## src/rtl/decoder_scan_seq.sv

```systemverilog
// decoder_scan_seq: walks the unskipped 3-bit codes in ascending order,
// holding each for DWELL cycles, to drive the a/b/c selects of a 3-to-8 decoder.
//
// Ports:
//   clk, rst          rising-edge clock, synchronous active-high reset
//   start, stop       begin a scan (IDLE only) / abort to IDLE (wins over start)
//   mode              0 = continuous loop, 1 = single pass (latched at start)
//   skip_mask         bit k set skips code k (latched at start)
//   a, b, c           select code {a,b,c}, a is the MSB
//   sel_valid, busy   a/b/c live, FSM not in IDLE
//   pass_done         one-cycle pulse after the last hold cycle of a pass
//   pass_count        completed passes since the last start, wraps at 255
module decoder_scan_seq #(
   parameter int DWELL = 4,
   parameter int DW    = 8
) (
   input  logic       clk,
   input  logic       rst,
   input  logic       start,
   input  logic       stop,
   input  logic       mode,
   input  logic [7:0] skip_mask,
   output logic       a,
   output logic       b,
   output logic       c,
   output logic       sel_valid,
   output logic       busy,
   output logic       pass_done,
   output logic [7:0] pass_count
);

   // A DWELL of 0 behaves like 1, so the last hold cycle is count 0.
   localparam int            LAST_I = (DWELL <= 1) ? 0 : DWELL - 1;
   localparam logic [DW-1:0] LAST   = LAST_I[DW-1:0];

   typedef enum logic {
      IDLE,
      HOLD
   } state_t;

   state_t        state;
   logic [2:0]    code;
   logic [DW-1:0] cnt;
   logic [7:0]    mask_q;
   logic          mode_q;

   logic [3:0]    nxt;
   logic [2:0]    lo_q;
   logic [2:0]    lo_in;

   // Lowest code whose skip bit is clear (caller guarantees one exists).
   function automatic logic [2:0] first_code(input logic [7:0] m);
      logic [2:0] r;
      r = 3'd0;
      for (int k = 7; k >= 0; k--) begin
         if (!m[k]) r = k[2:0];
      end
      return r;
   endfunction

   // {found, code}: lowest unskipped code strictly above cur.
   function automatic logic [3:0] next_code(input logic [7:0] m,
                                            input logic [2:0] cur);
      logic [3:0] r;
      r = 4'd0;
      for (int k = 7; k >= 0; k--) begin
         if (k > int'(cur) && !m[k]) r = {1'b1, k[2:0]};
      end
      return r;
   endfunction

   always_comb begin
      nxt   = next_code(mask_q, code);
      lo_q  = first_code(mask_q);
      lo_in = first_code(skip_mask);
   end

   always_ff @(posedge clk) begin
      if (rst) begin
         state      <= IDLE;
         code       <= 3'd0;
         cnt        <= '0;
         mask_q     <= 8'd0;
         mode_q     <= 1'b0;
         sel_valid  <= 1'b0;
         busy       <= 1'b0;
         pass_done  <= 1'b0;
         pass_count <= 8'd0;
      end else begin
         pass_done <= 1'b0;
         if (stop) begin
            state     <= IDLE;
            code      <= 3'd0;
            cnt       <= '0;
            sel_valid <= 1'b0;
            busy      <= 1'b0;
         end else begin
            case (state)
               IDLE: begin
                  if (start && skip_mask != 8'hFF) begin
                     mask_q     <= skip_mask;
                     mode_q     <= mode;
                     pass_count <= 8'd0;
                     code       <= lo_in;
                     cnt        <= '0;
                     sel_valid  <= 1'b1;
                     busy       <= 1'b1;
                     state      <= HOLD;
                  end
               end
               HOLD: begin
                  if (cnt == LAST) begin
                     cnt <= '0;
                     if (nxt[3]) begin
                        code <= nxt[2:0];
                     end else begin
                        // End of pass: wrap or finish.
                        pass_count <= pass_count + 8'd1;
                        pass_done  <= 1'b1;
                        if (mode_q) begin
                           state     <= IDLE;
                           code      <= 3'd0;
                           sel_valid <= 1'b0;
                           busy      <= 1'b0;
                        end else begin
                           code <= lo_q;
                        end
                     end
                  end else begin
                     cnt <= cnt + 1'b1;
                  end
               end
               default: state <= IDLE;
            endcase
         end
      end
   end

   assign a = code[2];
   assign b = code[1];
   assign c = code[0];

endmodule

```

## config.mk

```make
export PLATFORM = sky130hd
export DESIGN_NAME = decoder_scan_seq
export DESIGN_NICKNAME = d
export VERILOG_FILES = /design/src/rtl/decoder_scan_seq.sv
export SDC_FILE = /design/constraint.sdc
export NUM_CORES = 1
export LEC_CHECK = 0
export ABC_CLOCK_PERIOD_IN_PS = 2100
export CAP_MARGIN = 20
export CORE_ASPECT_RATIO = 0.8
export CORE_MARGIN = 5
export CORE_UTILIZATION = 36
export DETAILED_ROUTE_END_ITERATION = 6
export SETUP_SLACK_MARGIN = 0.5
export SLEW_MARGIN = 20
export SYNTH_ARGS = -nofsm -noshare
export SYNTH_HDL_FRONTEND = slang
export SYNTH_SLANG_ARGS = --single-unit
```

## constraint.sdc

```tcl
create_clock -name clk -period 2.1 [get_ports clk]
set_clock_uncertainty 0.15 [all_clocks]
set_input_delay 0.21 -clock clk [delete_from_list [all_inputs] [get_ports clk]]
set_output_delay 0.21 -clock clk [all_outputs]
set_load 0.05 [all_outputs]
```

* Word level (Yosys, flattened, before mapping)
Cells that the tools add are included.
** Word-level totals
- Bits in registers :: 31
- Output and inout bits :: 14
- Bits of input ports :: 13
- Word-level logic and storage cells :: 92
** Cells by class
- Reduce and logical (&&, ||, !) cells :: 21
- Equal/unequal tests :: 6
- Bitwise gates (word level) :: 3
- Magnitude comparators :: 7
- Add/subtract/negate cells :: 2
- Multiplexer cells :: 45
** Operators with widths (count)
- $mux W3 :: 20
- $mux W8 :: 4
- $pmux W8 S2 :: 2
- $mux W4 :: 7
- $add A8 B1 Y8 const B :: 2
- $gt A3 B3 Y1 const A :: 4
- $mux W1 :: 9
- $eq A8 B2 Y1 const B :: 1
- $logic_and A1 B1 Y1 :: 8
- $ne A8 B8 Y1 const B :: 1
- $reduce_and A4 Y1 :: 2
- $logic_not A1 Y1 :: 7
- $gt A2 B3 Y1 const A :: 2
- $pmux W3 S2 :: 1
- $ne A2 B1 Y1 const B :: 2
- $ne A2 B2 Y1 const B :: 2
- $pmux W1 S2 :: 2
- $reduce_or A4 Y1 :: 1
- $gt A1 B3 Y1 const A :: 1
- $not A1 Y1 :: 3
- $reduce_and A3 Y1 :: 1
- $reduce_and A2 Y1 :: 1
- $reduce_or A2 Y1 :: 1

* Longest topological paths before layout
- Depth after elaboration :: 12
- Depth in mapped cells :: 7
- Depth with buffers taken out :: 6

* Least setup slack after synthesis
OpenSTA, ideal clock, no wires.
- Path kind :: reg2reg
- From :: register code[2]
- To :: register pass_count[1]
- Slack :: -0.200 ns
- Data required time :: 1.834 ns
- Buffers on the path :: 2
- Period minus slack after synthesis :: 2.300 ns
- Library setup time :: 0.116 ns
- Data arrival time :: 2.034 ns
- Cell stages (with the launch flop) :: 8
- Cells stage by stage :: dfxtp_1 buf_6 o211ai_2 a22o_1 o21a_1 buf_6 o311a_1 a31o_1
** Between the ends
- Word-level cells in the longest chain between the ends :: 11
- Elaborated cells on any way between the ends :: 23
- Those cells by class :: order compare (7); eq/ne (1); mux (7); reduce/logical (8)
** RTL lines
- from (decl) :: RTL line 42 : logic [2:0] code;
- from (signal assigned) :: RTL line 104 : code <= lo_in;
- from (signal assigned) :: RTL line 115 : code <= nxt[2:0];
- from (signal assigned) :: RTL line 126 : code <= lo_q;
- $gt A3 B3 Y1 :: RTL line 67 : if (k > int'(cur) && !m[k]) r = {1'b1, k[2:0]};
- $logic_and A1 B1 Y1 :: RTL line 67
- $mux W4 (6 in series) :: RTL line 67
- $mux W4 (*) :: RTL line 67
- $ne A2 B2 Y1 (no source line) (*)
- $reduce_and A4 Y1 (no source line) (*)
- to (signal assigned) :: RTL line 118 : pass_count <= pass_count + 8'd1;
- to (decl) :: RTL line 29 : output logic [7:0] pass_count
Every way passes the cells marked *; elsewhere a longest branch is shown, timed or not.
A chain may end at the register's enable or synchronous reset.

* Worst setup path in the final report
- From :: register cnt[1]
- To :: register code[1]
** Between the ends
- Word-level cells in the longest chain between the ends :: 3
** RTL lines
- from (decl) :: RTL line 43 : logic [DW-1:0] cnt;
- from (signal assigned) :: RTL line 130 : cnt <= cnt + 1'b1;
- $eq A8 B2 Y1 :: RTL line 112 : if (cnt == LAST) begin
- $ne A2 B1 Y1 (no source line)
- $reduce_and A2 Y1 (no source line)
Every way passes these cells.

==> run_results.csv <==
group,metric,value,unit
run_status,outcome,"finished, final reports clean",
global_route,grt_antenna_before_repair,0,
pwr,ir_worst_vdd,283,uV
clocking,clock_latency,0.30,ns
worst_hold_path,hp-start,"skip_mask[0]",
critical_path,critPathCaptureType,"flip-flop",
sta,fin_crit_sh,93.8,%
clocking,cts.sinks,31,
place,post-place-cells,327,
worst_hold_path,holdCritPathClass,"in2reg",
sta,relSlewSlack,66.0,%
global_route,grt_first_pass_wirelength,8.89,mm
critical_path,slowest_stage,"dfxtp_2",
detailed_routing,drtIter0Drc,85,
critical_path,worstReg2RegStart,"cnt[1]",
critical_path,slowest_delay,0.35,ns
sta,finalHoldViolCount,0,
floorplanning,core_area,4980,sq um
run,cap_violations,0,
critical_path,cpMostUsedCell,"buf_6",
finish,drive_gt1_share,40.9,%
detailed_routing,routed_via_density,5.44,
floorplanning,die_w,89.7,um
detailed_routing,wirelength,5.55,mm
pwr,powerDensity,512,nW/um^2
critical_path,critical_path_buf_inv_count,3,
floorplanning,pin_count,27,
critical_path,path_cells,"ha_4 > nor4b_4 > and3_4 > nor2_4 > buf_6 > buf_4 > buf_6 > a211oi_2 > nor3_1",
synthesis,netlist-cell-type-count,55,
clocking,cts-root-buf,"clkbuf_8",
finish,nFillCells,432,
finish,n_antenna_cell,0,
place,placed_area,2410,sq um
place,dp_worst_setup_slack,-0.0410,ns
critical_path,worst-endpoint-required,2.11,ns
sta,layout_min_cycle_time,1.97,ns
sta,fmax,508,MHz
pwr,p_leak,1.16,nW
critical_path,reg2reg_depth,9,
global_route,overflow,0,
sta,finalSetupViolCount,0,
synthesis,synth_top_area_cell,"dfxtp_1",
finish,regArea,644,sq um
sta,slew_violations,0,
global_route,grt_pass1_vias,1883,
synthesis,yosysWarnings,0,
critical_path,worstPathMaxFanout,5,
global_route,grt.total_usage,17.5,%
clocking,cts_inserted_buffers,5,
floorplanning,die_h,73.8,um
floorplanning,initial_core_util,36.7,%
finish,syn_to_final_growth,58.9,%
synthesis,synth.net_count,228,
finish,finalNetCount,312,
clocking,tritoncts,"built",
clocking,holdBufCountCts,0,
sta,layout_setup_ws,0.130,ns
critical_path,path_class,"reg2reg",
detailed_routing,wire_per_inst,15.4,um
critical_path,regToRegSetupSlack,0.13,ns
clocking,htree_levels,2,
critical_path,critPathArrivalTime,1.99,ns
critical_path,path_delay_family,"simple AND/OR/NAND/NOR gates",
sta,max_slew.worst_pin.slew,0.509,ns
synthesis,syn_avg_cell_area,8.59,sq um
floorplanning,die_area,6620,sq um
synthesis,postSynthCellCount,213,
critical_path,r2r_end,"code[1]",
worst_hold_path,holdPathStages,3,
clocking,clockBufferDepth,2,
worst_hold_path,min_to,"mask_q[0]",
finish,fin_area,2910,sq um
place,portBuffers,26,
synthesis,synth_top_area_share,33.9,%
global_route,grt_start_max_net_pins,13,
critical_path,cp-start-kind,"flip-flop",
detailed_routing,via_count,1960,
sta,rsz0062_at_grt,"true",
synthesis,synthTopCellsByArea,"dfxtp_1, mux2i_1, nor2_1",
detailed_routing,drc,0,
place,gp_congestion,0.823,
synthesis,ys_ff_latch,31,
clocking,cts.clk_slew.worst_paths,0.07,ns
detailed_routing,first_pass_iters,4,
place,post-dp-hpwl,3.52,mm
detailed_routing,ant_nets,0,
finish,multiInputGateArea,1310,sq um
sta,tns,0,ns
floorplanning,num_rows,23,
finish,fin_util,58.4,%
synthesis,ys_seq_area_share,33.9,%
finish,layoutNonFillerInstCount,360,
synthesis,syn_area,1830,sq um
power breakdown:
part | internal (mW) | switching (mW)
Sequential | 0.600 | 0.0165
Combinational | 0.136 | 0.145
Clock | 0.355 | 0.234
per-stage QoR:
stage | power, mW | hold WS [ns]
after floorplan | 0.761 | 0.199
after global placement | 0.857 | 0.317
after detailed placement | 0.858 | 0.321
after CTS | 1.47 | 0.201
after global routing | 1.55 | 0.223
final | 1.49 | 0.199
cells in the mapped netlist (all sizes together):
cell type	n
nor3	8
a2111oi	1
nor2	22
and2	1
a31o	2
o211ai	3
nand3	7
nor4b	2
a211o	1
a311oi	9
a211oi	3
buf	5
mux2i	11
a41oi	2
o311a	1
a31oi	4
o22a	1
nand2b	5
o21ai	12
a21boi	3
nor2b	3
a21o	2
or2b	1
or3	4
a22o	1
a22oi	2
clkbuf	7
dfxtp	31
o2111ai	1
or4	2
or4b	3
and3	4
o21a	2
inv	4
or2	2
nand3b	2
nor4	4
and3b	1
a21oi	12
and4	2
nand2	16
ha	2
o31ai	2
worst max-delay path by stage:
stage,slack (ns),endpoint,cells past startpoint,startpoint
2_1_floorplan,0.13,pass_count[1],7,code[1]
3_3_place_gp,0.007,pass_count[2],7,skip_mask[3]
4_1_cts,0.14,pass_count[0],7,cnt[1]
3_5_place_dp,-0.04,pass_count[2],7,skip_mask[3]
5_1_grt,0.005,pass_count[0],7,cnt[1]
6_report,0.13,code[1],9,cnt[1]
registers in the layout, summed over array words and instances (netlist names):
signal,count
code,3
mode_q,1
pass_done,1
busy,1
cnt,8
pass_count,8
mask_q,8
state,1
worst min-delay path: cells and delay by family:
kind / cells / cell delay (ns)
mux: 1 / 0.08
buf+inv: 1 / 0.23
simple gates: 1 / 0.08
what timing repair did:
action / 4_1_cts / 5_1_grt
gates resized for setup: 73 / 27
setup buffers: 16 / 6
pin swaps: 29 / 18
setup endpoints to repair: 44 / 38
cloned: 3 / 0
layout make-up:
| cell class | count | area share (%) |
|---|---|---|
| clock buffer | 7 | 2.63 |
| clock inverter | 1 | 1.03 |
| inverter | 4 | 0.517 |
| multi-input combinational | 166 | 44.9 |
| sequential | 31 | 22.2 |
| tap | 62 | 2.67 |
| timing repair buffer | 89 | 26.1 |
kinds of logic (layout without fill, tap and decap cells):
| kind of cell | count (synthesis) | in the layout | share of synthesized area (%) |
|---|---|---|---|
| and+or+nand+nor | 89 | 89 | 26.9 |
| AOI/OAI and AO/OA | 64 | 64 | 24.8 |
| DFF | 31 | 31 | 33.9 |
| buffers and inverters | 16 | 101 | 6.98 |
| muxes | 11 | 11 | 6.02 |
| adders and majority gates | 2 | 2 | 1.37 |
cell usage in the layout, fill, tap and decap left out, types with 4 or more instances in the layout:
cell           netlist  routed
a21oi_1             12       8
a21oi_2              0       4
a311oi_1             9       6
a31oi_1              4       4
buf_4                1      48
buf_6                3      12
clkbuf_2             0       4
clkbuf_8             4       5
dfxtp_1             31      20
dfxtp_2              0       7
dfxtp_4              0       4
dlygate4sd2_1        0      15
inv_1                4       4
mux2i_1             11      11
nand2_1             16      16
nand2b_4             0       4
nand3_1              7       6
nor2_1              22      21
nor3_1               8       6
nor4_4               0       4
o21ai_0             11       7
o21ai_1              1       4
or3_1                4       4
per-layer routing:
layer	vias to the layer above	global-route usage [%]	part of all wire, %
met2	59	27.0	46
met1	916	23.6	47
met3	10	4.71	6.2
met4	0	5.29	1.1
met5	-	0	0
li1	975	-	-
Power figures use the tool's default switching activity.
==> edit 1, RTL diff (same flow settings) <==
The parameter `DW` goes from 8 to 12.
--- a/src/rtl/decoder_scan_seq.sv
+++ b/src/rtl/decoder_scan_seq.sv
@@ -14,3 +14,3 @@
    parameter int DWELL = 4,
-   parameter int DW    = 8
+   parameter int DW    = 12
 ) (
Behaviour: no difference found for any inputs over 10 cycles, from zero or initial values and one cycle with rst high; that may be too few to reach the edited logic, so the function may still have changed.
==> edit 1 against the unedited design <==
  * Area after synthesis is 8.8% higher
  * Combinational power fell by 3%
  * Power up 2.5%
  * Critical path type unchanged
  * Final cell count rose by 9.7%
  * Design area grew 12%
  * Routed wire length is 19% higher
  * Setup slack improved by 0.076 ns
  * Critical path depth down 3
  * Count of clock-buffer cells in the layout is the same
  * Sequential cell count grew 4
==> edit 1: results <==
worst_setup_path:
  required_ns: 2.17
  path_max_fanout: 6
  cp_slowest_cell: "or4_4"
  slowest_delay_ns: 0.48
yosys:
  synthCells: 244
  synth_commonest_cells: "35 x dfxtp_1, 33 x nor2_1, 19 x nand2_1"
  ys_seq_area_share_pct: 35.2
  synthDistinctLibCells: 49
  ys_top_cells_by_area: "dfxtp_1 35%, nor2_1 6.2%, a311oi_1 5.3%"
cells_and_area:
  n_fill_cell: 456
  layout-drive-gt1-share_pct: 42.1
  fin_nets: 344
  reg_top3: "cnt x12, mask_q x8, pass_count x8"
drt:
  viasPerCell: 5.75
  wl_per_cell_um: 16.7
  wirelength_um: 6610
  drtIter0Drc: 194
outcome:
  outcome: "complete, no violations"
place:
  gp_congestion: 0.880
  place_area_mm2: 0.00258
  pre_cts_ws_ns: -0.00609
  detailed_place_hpwl_um: 4200
pwr:
  vdd_drop_max_uv: 318
  leakagePower_nw: 1.28
global_routing:
  grt_pass1_vias: 2138
  grt_max_degree: 19
  grt.total_usage_pct: 18.3
  grt_pass1_wl_um: 10600
clock_tree:
  clk_path_buf_depth: 2
timing:
  tightestPinTransition_ns: 0.516
-- edit 1: timing repair --
item                       CTS  global route
pin swaps                   20            21
hold buffers                 0             0
gates resized for setup     65            32
setup buffers               28             7
setup endpoints to repair   49            41
-- edit 1: cell families (layout without fill, tap and decap cells) --
logic type      after synthesis  count (layout)  synth area share [%]
buf+inv                      21             107                  5.22
compound gates               77              77                  27.7
simple gates                100             100                  26.1
flops                        35              35                  35.2
fa+ha+maj                     2               2                  1.26
mux                           9               9                  4.59
-- edit 1: final cells by class --
type	count	share of cell area, %
clock inverter	1	0.192
timing repair buffer	92	25.1
multi-input combinational	188	45.8
sequential	35	22.6
clock buffer	7	2.96
inverter	7	0.807
tap	65	2.50
-- edit 1: metal layers --
metal / global-route usage, % / wire (um) / share of wire [%]
met1: 26.3 / 3230 / 49
met2: 26.9 / 2900 / 44
met3: 4.34 / 378 / 5.7
met4: 5.27 / 102 / 1.5
met5: 0 / 0 / 0
-- edit 1: final timing paths --
path	start	endpoint	slack, ns	cells past startpoint
hold / removal	skip_mask[3]	mask_q[3]$_SDFFE_PP0P_	0.18	4
hold reg to reg	pass_count[0]$_SDFFE_PP0P_	pass_count[0]$_SDFFE_PP0P_	0.31	1
setup reg to reg	cnt[0]$_SDFFE_PP0N_	pass_count[6]$_SDFFE_PP0P_	0.21	6
setup / recovery	cnt[0]$_SDFFE_PP0N_	pass_count[6]$_SDFFE_PP0P_	0.21	6
-- edit 1: worst reg2reg max path: stages (launching register included) --
cell and delay, ns:
dfxtp_4 0.36, ha_4 0.14, nor4b_4 0.23, and4_4 0.29, nor2_4 0.05, or4_4 0.48
a21boi_2 0.14
-- edit 1: report_power, final --
| part | internal [mW] | total [mW] | switching [mW] |
|---|---|---|---|
| Combinational | 0.131 | 0.272 | 0.142 |
| Sequential | 0.670 | 0.688 | 0.0178 |
| Clock | 0.300 | 0.563 | 0.263 |
| Total | 1.10 | 1.52 | 0.423 |
-- edit 1: metrics by stage --
stage,util [%],total power [mW],setup TNS (ns)
floorplan,-,0.827,0
global placement,47.8,0.924,0
detailed placement,47.8,0.924,-0.00609
CTS,57.0,1.52,0
global route,60.2,1.59,0
finish,60.2,1.52,0
==> edit 2, RTL diff (same flow settings) <==
Without the edit above. Reset style: asynchronous (`rst`), changed in one clocked block. Comments in the files are not updated.
--- a/src/rtl/decoder_scan_seq.sv
+++ b/src/rtl/decoder_scan_seq.sv
@@ -77,3 +77,3 @@
 
-   always_ff @(posedge clk) begin
+   always_ff @(posedge clk or posedge rst) begin
       if (rst) begin
Behaviour: differs if rst is asserted again (counterexample within 4 cycles, from zero or initial values and one cycle with rst high); with rst held inactive, the same outputs for 10 cycles.
==> edit 2 against the unedited design <==
  * Sequential cell count unchanged
  * Area after synthesis fell by 2.7%
  * Routed wire length fell by 7.1%
  * First-iteration DRC count is 73% higher
  * Utilization grew 1.1 points
  * Setup slack improved by 0.0050 ns
  * Synthesized cell count shrank 12%
  * Sequential share of layout area is 5.8 points higher
  * Critical path depth fell by 3
  * Design area is 4.2% lower
  * Critical path type unchanged
  * Highest routed layer unchanged
Power is not compared: it rests on default switching activity, and its combinational part moved more than twofold at a synthesized area within 25%.
==> edit 2: results <==
drt:
  wl_met3_um: 250
  drt-pass1-iter-count: 5
  wl_met2_um: 2480
  drtIter0Drc: 147
  wl_met1_um: 2380
  viasPerCell: 5.38
  wl_per_cell_um: 15.9
cells_and_area:
  buf_share_pct: 25.1
  multi_input_area_share_pct: 40.4
  multi_input_gates: 141
  fin_nets: 278
  clock_area_share_pct: 2.92
  layout-drive-gt1-share_pct: 43.6
  nNonClkBuffers: 77
  seq_share_pct: 28.0
  n_all_inverters: 7
  n_fill_cell: 405
clock_tree:
  clkLatencyLatePin_ns: 0.28
  post_cts_buffers: 15
  cts_resized: 46
yosys:
  synth_commonest_cells: "31 x dfrtp_1, 17 x nor2_1, 15 x o21ai_0"
  syn_nets: 203
  ys_async_sr_fraction_pct: 100
  ys_seq_area_share_pct: 43.6
  ys_top_cells_by_area: "dfrtp_1 44%, mux2_2 5.7%, o21ai_0 4.2%"
  synthDistinctLibCells: 44
worst_setup_path:
  reg2reg_from: "code[1]$_DFFE_PP0P_"
  path_max_fanout: 7
  r2r_cells: 6
  reg2reg_to: "pass_count[5]$_DFFE_PP0P_"
timing:
  fmax_mhz: 509
  tightestPinTransition_ns: 0.494
place:
  pre_cts_ws_ns: -0.182
  gp_congestion: 0.881
  detailed_place_hpwl_um: 3340
outcome:
  outcome: "complete, no violations"
global_routing:
  grt_pass1_vias: 1633
  grt.total_usage_pct: 16.5
  met3_usage_pct: 4.63
  grt_pass1_wl_um: 8070
  use_met1_pct: 23.6
  grt_max_degree: 32
min_path:
  hp-class: "in -> async"
==> edit 2: cell types whose count changed in the layout (fill, tap and decap cells not counted), moves of 7 or more <==
cell	change
mux2_2	+9
nand4_1	+7
dfxtp_2	-7
mux2i_1	-11
buf_4	-8
dlygate4sd2_1	-10
dfrtp_1	+28
dfxtp_1	-20
nand2_1	-8
dlymetal6s2s_1	+9
==> edit 2: cell families (layout without fill, tap and decap cells) <==
group	after synthesis	after routing	share of synthesized area, %
DFF	31	31	43.6
muxes	9	9	5.69
AOI/OAI and AO/OA	50	50	18.5
and+or+nand+nor	74	74	23.3
xor gates and xnor gates	6	6	2.95
adders and majority gates	2	2	1.41
buffers and inverters	16	92	4.57
==> edit 2: metrics by stage <==
| stage | hold slack [ns] | cell area, um^2 | cells | total power [mW] |
|---|---|---|---|---|
| 3_3_place_gp | 0.362 | 2310 | 290 | 1.25 |
| 2_1_floorplan | 0.127 | 1840 | 188 | 1.07 |
| 4_1_cts | 0.167 | 2560 | 313 | 1.77 |
| 6_report | 0.165 | 2790 | 324 | 1.83 |
| 5_1_grt | 0.186 | 2790 | 324 | 1.93 |
| 3_5_place_dp | 0.367 | 2310 | 290 | 1.25 |
==> edit 2: worst max-delay path, stage by stage, from the launching register on <==
cell and delay [ns]:
dfrtp_2 0.48, a211oi_4 0.11, nor4_4 0.40, nand3_4 0.17
buf_4 0.19, o31ai_2 0.26, a21oi_2 0.09
==> edit 2: power groups by stage <==
stage | sequential [mW] | clock, mW | combinational [mW]
2_1_floorplan | 0.774 | 0 | 0.293
5_1_grt | 0.748 | 0.494 | 0.690
3_5_place_dp | 0.758 | 0 | 0.493
4_1_cts | 0.731 | 0.464 | 0.574
6_report | 0.740 | 0.441 | 0.645
3_3_place_gp | 0.757 | 0 | 0.492
